<file path="config.mk">
export PLATFORM = sky130hd
export DESIGN_NAME = start_sync_fifo_srl
export DESIGN_NICKNAME = d
export VERILOG_FILES = /design/src/rtl/start_sync_fifo_srl_pkg.sv /design/src/rtl/start_sync_fifo_srl_store.sv /design/src/rtl/start_sync_fifo_srl.sv
export SDC_FILE = /design/constraint.sdc
export NUM_CORES = 1
export LEC_CHECK = 0
export BUFFER_PORTS_ARGS = -buffer_cell sky130_fd_sc_hd__buf_2
export CAP_MARGIN = 5
export CORE_AREA = 5 5 42 44
export DETAILED_ROUTE_END_ITERATION = 8
export DIE_AREA = 0 0 47 49
export PLACE_DENSITY_LB_ADDON = 0.15
export SYNTH_ARGS = -nofsm -noshare
export SYNTH_HDL_FRONTEND = slang
export SYNTH_HIERARCHICAL = 1
export SYNTH_SLANG_ARGS = --single-unit
</file>
<file path="constraint.sdc">
create_clock -name clk -period 3.59 [get_ports clk]
set_clock_uncertainty 0.15 [all_clocks]
set_input_delay 0.359 -clock clk [delete_from_list [all_inputs] [get_ports clk]]
set_output_delay 0.359 -clock clk [all_outputs]
set_load 0.05 [all_outputs]
</file>
<file path="src/rtl/start_sync_fifo_srl_pkg.sv">
// Shared constants and types for the start-token SRL FIFO.
package start_sync_fifo_srl_pkg;

  typedef struct packed {
    logic empty_n;
    logic full_n;
  } flags_t;

  localparam int CNT_RST = 0;

  localparam flags_t FLAGS_RST = '{
    empty_n: 1'b0,
    full_n:  1'b1
  };

  function automatic int cnt_width(input int aw);
    return aw + 1;
  endfunction

endpackage

</file>
<file path="src/rtl/start_sync_fifo_srl_store.sv">
// Shift-chain storage with addressed asynchronous read.
// No reset, so synthesis can map it onto SRL primitives.
module start_sync_fifo_srl_store #(
  parameter int DATA_WIDTH = 1,
  parameter int ADDR_WIDTH = 1,
  parameter int DEPTH      = 2
) (
  input  logic                  clk,
  input  logic                  we,
  input  logic [DATA_WIDTH-1:0] din,
  input  logic [ADDR_WIDTH-1:0] addr,
  output logic [DATA_WIDTH-1:0] dout
);

  logic [DATA_WIDTH-1:0] mem [DEPTH];

  always_ff @(posedge clk) begin
    if (we) begin
      mem[0] <= din;
      for (int i = 1; i < DEPTH; i++) begin
        mem[i] <= mem[i-1];
      end
    end
  end

  always_comb begin
    dout = '0;
    for (int i = 0; i < DEPTH; i++) begin
      if (addr == ADDR_WIDTH'(i)) begin
        dout = mem[i];
      end
    end
  end

endmodule

</file>
<file path="src/rtl/start_sync_fifo_srl.sv">
// First-word fall-through SRL FIFO for start tokens.
// Define START_SYNC_FIFO_OCCUPANCY_EN to add occupancy/capacity outputs.
module start_sync_fifo_srl
  import start_sync_fifo_srl_pkg::*;
#(
  parameter int DATA_WIDTH = 1,
  parameter int ADDR_WIDTH = 1,
  parameter int DEPTH      = 2
) (
  input  logic                  clk,
  input  logic                  reset_n,
  input  logic                  if_write_ce,
  input  logic                  if_write,
  input  logic [DATA_WIDTH-1:0] if_din,
  output logic                  if_full_n,
  input  logic                  if_read_ce,
  input  logic                  if_read,
  output logic [DATA_WIDTH-1:0] if_dout,
`ifdef START_SYNC_FIFO_OCCUPANCY_EN
  output logic [ADDR_WIDTH:0]   if_num_data_valid,
  output logic [ADDR_WIDTH:0]   if_fifo_cap,
`endif
  output logic                  if_empty_n
);

  localparam int CW = cnt_width(ADDR_WIDTH);

  logic [CW-1:0]         cnt;
  logic [CW-1:0]         cnt_nxt;
  logic [ADDR_WIDTH-1:0] raddr;
  flags_t                flags;
  logic                  push;
  logic                  pop;

  assign push = if_write_ce & if_write & flags.full_n;
  assign pop  = if_read_ce & if_read & flags.empty_n;

  always_comb begin
    cnt_nxt = cnt;
    unique case (1'b1)
      push && !pop: cnt_nxt = cnt + CW'(1);
      pop && !push: cnt_nxt = cnt - CW'(1);
      default:      cnt_nxt = cnt;
    endcase
  end

  // Flags are registered from the next count to keep outputs glitch-free.
  always_ff @(posedge clk or negedge reset_n) begin
    if (!reset_n) begin
      cnt   <= CW'(CNT_RST);
      flags <= FLAGS_RST;
    end else begin
      cnt           <= cnt_nxt;
      flags.empty_n <= (cnt_nxt != '0);
      flags.full_n  <= (cnt_nxt != CW'(DEPTH));
    end
  end

  // Oldest entry sits at cnt-1; a push shifts it one deeper.
  assign raddr = ADDR_WIDTH'(cnt - CW'(1));

  start_sync_fifo_srl_store #(
    .DATA_WIDTH(DATA_WIDTH),
    .ADDR_WIDTH(ADDR_WIDTH),
    .DEPTH     (DEPTH)
  ) u_store (
    .clk (clk),
    .we  (push),
    .din (if_din),
    .addr(raddr),
    .dout(if_dout)
  );

  assign if_empty_n = flags.empty_n;
  assign if_full_n  = flags.full_n;

`ifdef START_SYNC_FIFO_OCCUPANCY_EN
  assign if_num_data_valid = cnt;
  assign if_fifo_cap       = CW'(DEPTH);
`endif

endmodule

</file>
==> out/metrics.csv <==
stage;metric;value;unit
status;run_status;completed;
cts;cts_repair_resize_count;0;
cells_and_area;drive_above_1_share;31.9;%
pwr;power_per_cell_area;772;nW/µm²
timing;final_min_period_over_clock_period;52.5;%
timing;fin_worst_hold_slack;0.132;ns
synth;avgSynthCellArea;10.3;µm²
pwr;worst_ir_drop_vdd;0.000252;V
synth;syn_nets;43;
global_route;antenna_found_initial;0;
critical_path;type_of_the_worst_setup_path;flip-flop to output pin;
global_route;track_usage;7.07;%
die;fp.dieArea;2300;µm²
hold_path;min-delay-path-class;input port to flip-flop;
cts;h-tree-depth;1;
critical_path;cp_max_delay_cell;dfrtp_1;
timing;finalWorstPathRequiredPeriod;1.88;ns
synth;synth_largest_type_area_fraction;21.5;%
cts;cts_setup_buffers;0;
cts;clock-root-buffer;clkbuf_4;
cts;worstSkewPairLatency;0.25;ns
critical_path;endpoint_kind_of_the_worst_setup_timing_path;output pin;
cells_and_area;final_nets;57;
routing;detail_route.iter0.violations;2;
placed_design;post-dp-hpwl;528;µm
global_route;grt_overflow;0;
routing;vias_per_cell;4.48;
die;starting_density;24.9;%
synth;post_synth_inst_count;34;
global_route;grt_start_max_net_pins;11;
critical_path;timing.critical_path.cells;inv_1 -> mux2_4 -> buf_2;
synth;synth_sequential_area_ratio;46.2;%
cts;cts_tree;built;
die;core_area;1400;µm²
critical_path;worst_ep_required_time;3.08;ns
timing;worstMarginPinSlew;0.276;ns
global_route;first_global_vias;257;
routing;drt.antenna.violating_nets;0;
synth;netlist_area;349;µm²
pwr;power.leakage;0.210;nW
cells_and_area;diodes;0;
critical_path;maximum_fanout_along_the_worst_path;10;
global_route;first_pass_grt_wire_length;1.09;mm
cts;cts_max_path_buffers;2;
routing;vias;282;
routing;drt_pre_antenna_iters;4;
routing;routed_wl;669;µm
timing;setup_viol_count_final;0;
synth;cell_variety_after_synth;22;
flow_run;maxCapViolCount;0;
synth;yosysWarnings;6;
cells_and_area;area_delta_synth_final;25.8;%
timing;clock.fmax;0.531;GHz
timing;max-slew-margin-rel;81.6;%
die;die_span_in_y;49;µm
cts;numCtsBuffers;3;
die;floorplan.die.width;47;µm
critical_path;largest_stage_delay_worst_path;0.49;ns
placed_design;gp_congestion;0.721;
timing;final_hold_viol_count;0;
cells_and_area;fillerInstances;161;
critical_path;critPathTopFamily;flip-flops;
synth;synth.largest_area_cell;dfrtp_1;
routing;drc_errors;0;
synth;yosys-top-cells-area;dfrtp_1, edfxtp_1, dfstp_2;
routing;avgRoutedWirePerCell;10.6;µm
cts;clkTransAtPathRegs;0.05;ns
timing;grt_setup_unrepaired;no;
die;core.rowCount;14;
critical_path;timing.critical_path.from_type;flip-flop;
timing;setup_total_negative_slack;0;ns
placed_design;io_buffer_count;9;
critical_path;critical_path_arrival;1.38;ns
timing;slew_viol_final;0;
cts;cts.sinks;6;
die;top_level_ports;10;
synth;synth.ff_latch_count;6;
critical_path;worst_path_buffer_plus_inverter_count;2;
[worst reg2reg max path: cells and delay by family, from the launching register on]
family	cells	cell delay, ns
DFF	1	0.52
adders and majority gates	1	0.24
AOI/OAI and AO/OA	3	0.51
and+or+nand+nor	1	0.10
buffers and inverters	1	0.13
[flip-flops by register name, indices dropped and copies added, names as in the netlist]
signal,cells
cnt,2
if_empty_n,1
if_full_n,1
u_store/mem,2
[cells by family after synthesis]
family	after synthesis	synth area share [%]
AND/OR/NAND/NOR	13	18.6
AO/OA/AOI/OAI	7	14.3
flip-flops	6	46.2
buffers and inverters	4	6.45
multiplexers	2	7.17
adder cells (fa/ha/maj)	2	7.17
[routing by layer]
metal  global-route usage, %  wire length, µm  up-vias
li1                        -                -      146
met1                    8.02              290      129
met2                    9.05              323        7
met3                    5.54               55        0
met4                    4.15                0        0
met5                       0                0        -
[through the flow]
step	power [W]	area [µm²]	setup slack, ns	instances	utilization (%)
2_1_floorplan	0.000251	349	1.80	34	-
3_3_place_gp	0.000271	403	1.91	58	28.7
3_5_place_dp	0.000272	403	1.88	58	28.7
4_1_cts	0.000344	439	1.70	63	31.3
5_1_grt	0.000366	439	1.62	63	31.3
6_report	0.000339	439	1.71	63	31.3
[area by class of cell]
| cell class | instances | area (µm²) | share of cell area [%] |
|---|---|---|---|
| multi-input combinational | 24 | 165 | 37.6 |
| sequential | 6 | 161 | 36.8 |
| timing repair buffer | 10 | 55.1 | 12.5 |
| clock buffer | 4 | 26.3 | 5.98 |
| tap | 16 | 20.0 | 4.56 |
| inverter | 3 | 11.3 | 2.56 |
[cell usage in the layout, fill, tap and decap left out, drive strengths merged, types with 2 or more instances in the layout]
| master | netlist | final |
|---|---|---|
| clkbuf | 0 | 4 |
| nor2b | 2 | 2 |
| nand3 | 2 | 2 |
| edfxtp | 2 | 2 |
| nor2 | 3 | 3 |
| nand2 | 2 | 2 |
| buf | 1 | 9 |
| dfrtp | 3 | 3 |
| and3 | 2 | 2 |
| o21ai | 2 | 2 |
| ha | 2 | 2 |
| inv | 3 | 3 |
[power breakdown]
group / internal (W) / leakage (nW) / total, W / switching, W
registers: 0.0000950 / 0.0683 / 0.000120 / 0.0000252
clock network: 0.0000422 / 0.0150 / 0.0000677 / 0.0000256
logic: 0.0000591 / 0.127 / 0.000151 / 0.0000920
[what timing repair did]
action / 4_1_cts / 5_1_grt
endpoints found under the setup margin: 0 / 0
endpoints found under the hold margin: 4 / 0
hold buffers: 1 / 0
[worst paths after layout]
path,to,slack (ns),from,cells past startpoint
max in group asynchronous,if_full_n$_DFF_PN1_,2.80,reset_n,2
max reg2reg,if_empty_n$_DFF_PN0_,1.86,if_full_n$_DFF_PN1_,6
min reg2reg,u_store/mem[0][1]$_DFFE_PP_,0.31,u_store/mem[0][0]$_DFFE_PP_,0
min,u_store/mem[0][0]$_DFFE_PP_,0.13,if_din,1
min in group asynchronous,if_empty_n$_DFF_PN0_,0.31,reset_n,2
max,if_dout,1.71,cnt[0]$_DFF_PN0_,3
[cell usage after synthesis]
cell	count
dfrtp_1	3
inv_1	3
nor2_1	3
and3_1	2
edfxtp_1	2
ha_1	2
nand2_1	2
nand3_1	2
nor2b_1	2
a21boi_1	1
a21oi_1	1
a2bb2oi_1	1
buf_6	1
dfstp_2	1
mux2_4	1
mux2i_1	1
nand2b_1	1
nor3_1	1
o21ai_0	1
o21ai_1	1
o22a_2	1
o31a_1	1
(Power assumes the default switching activity.)
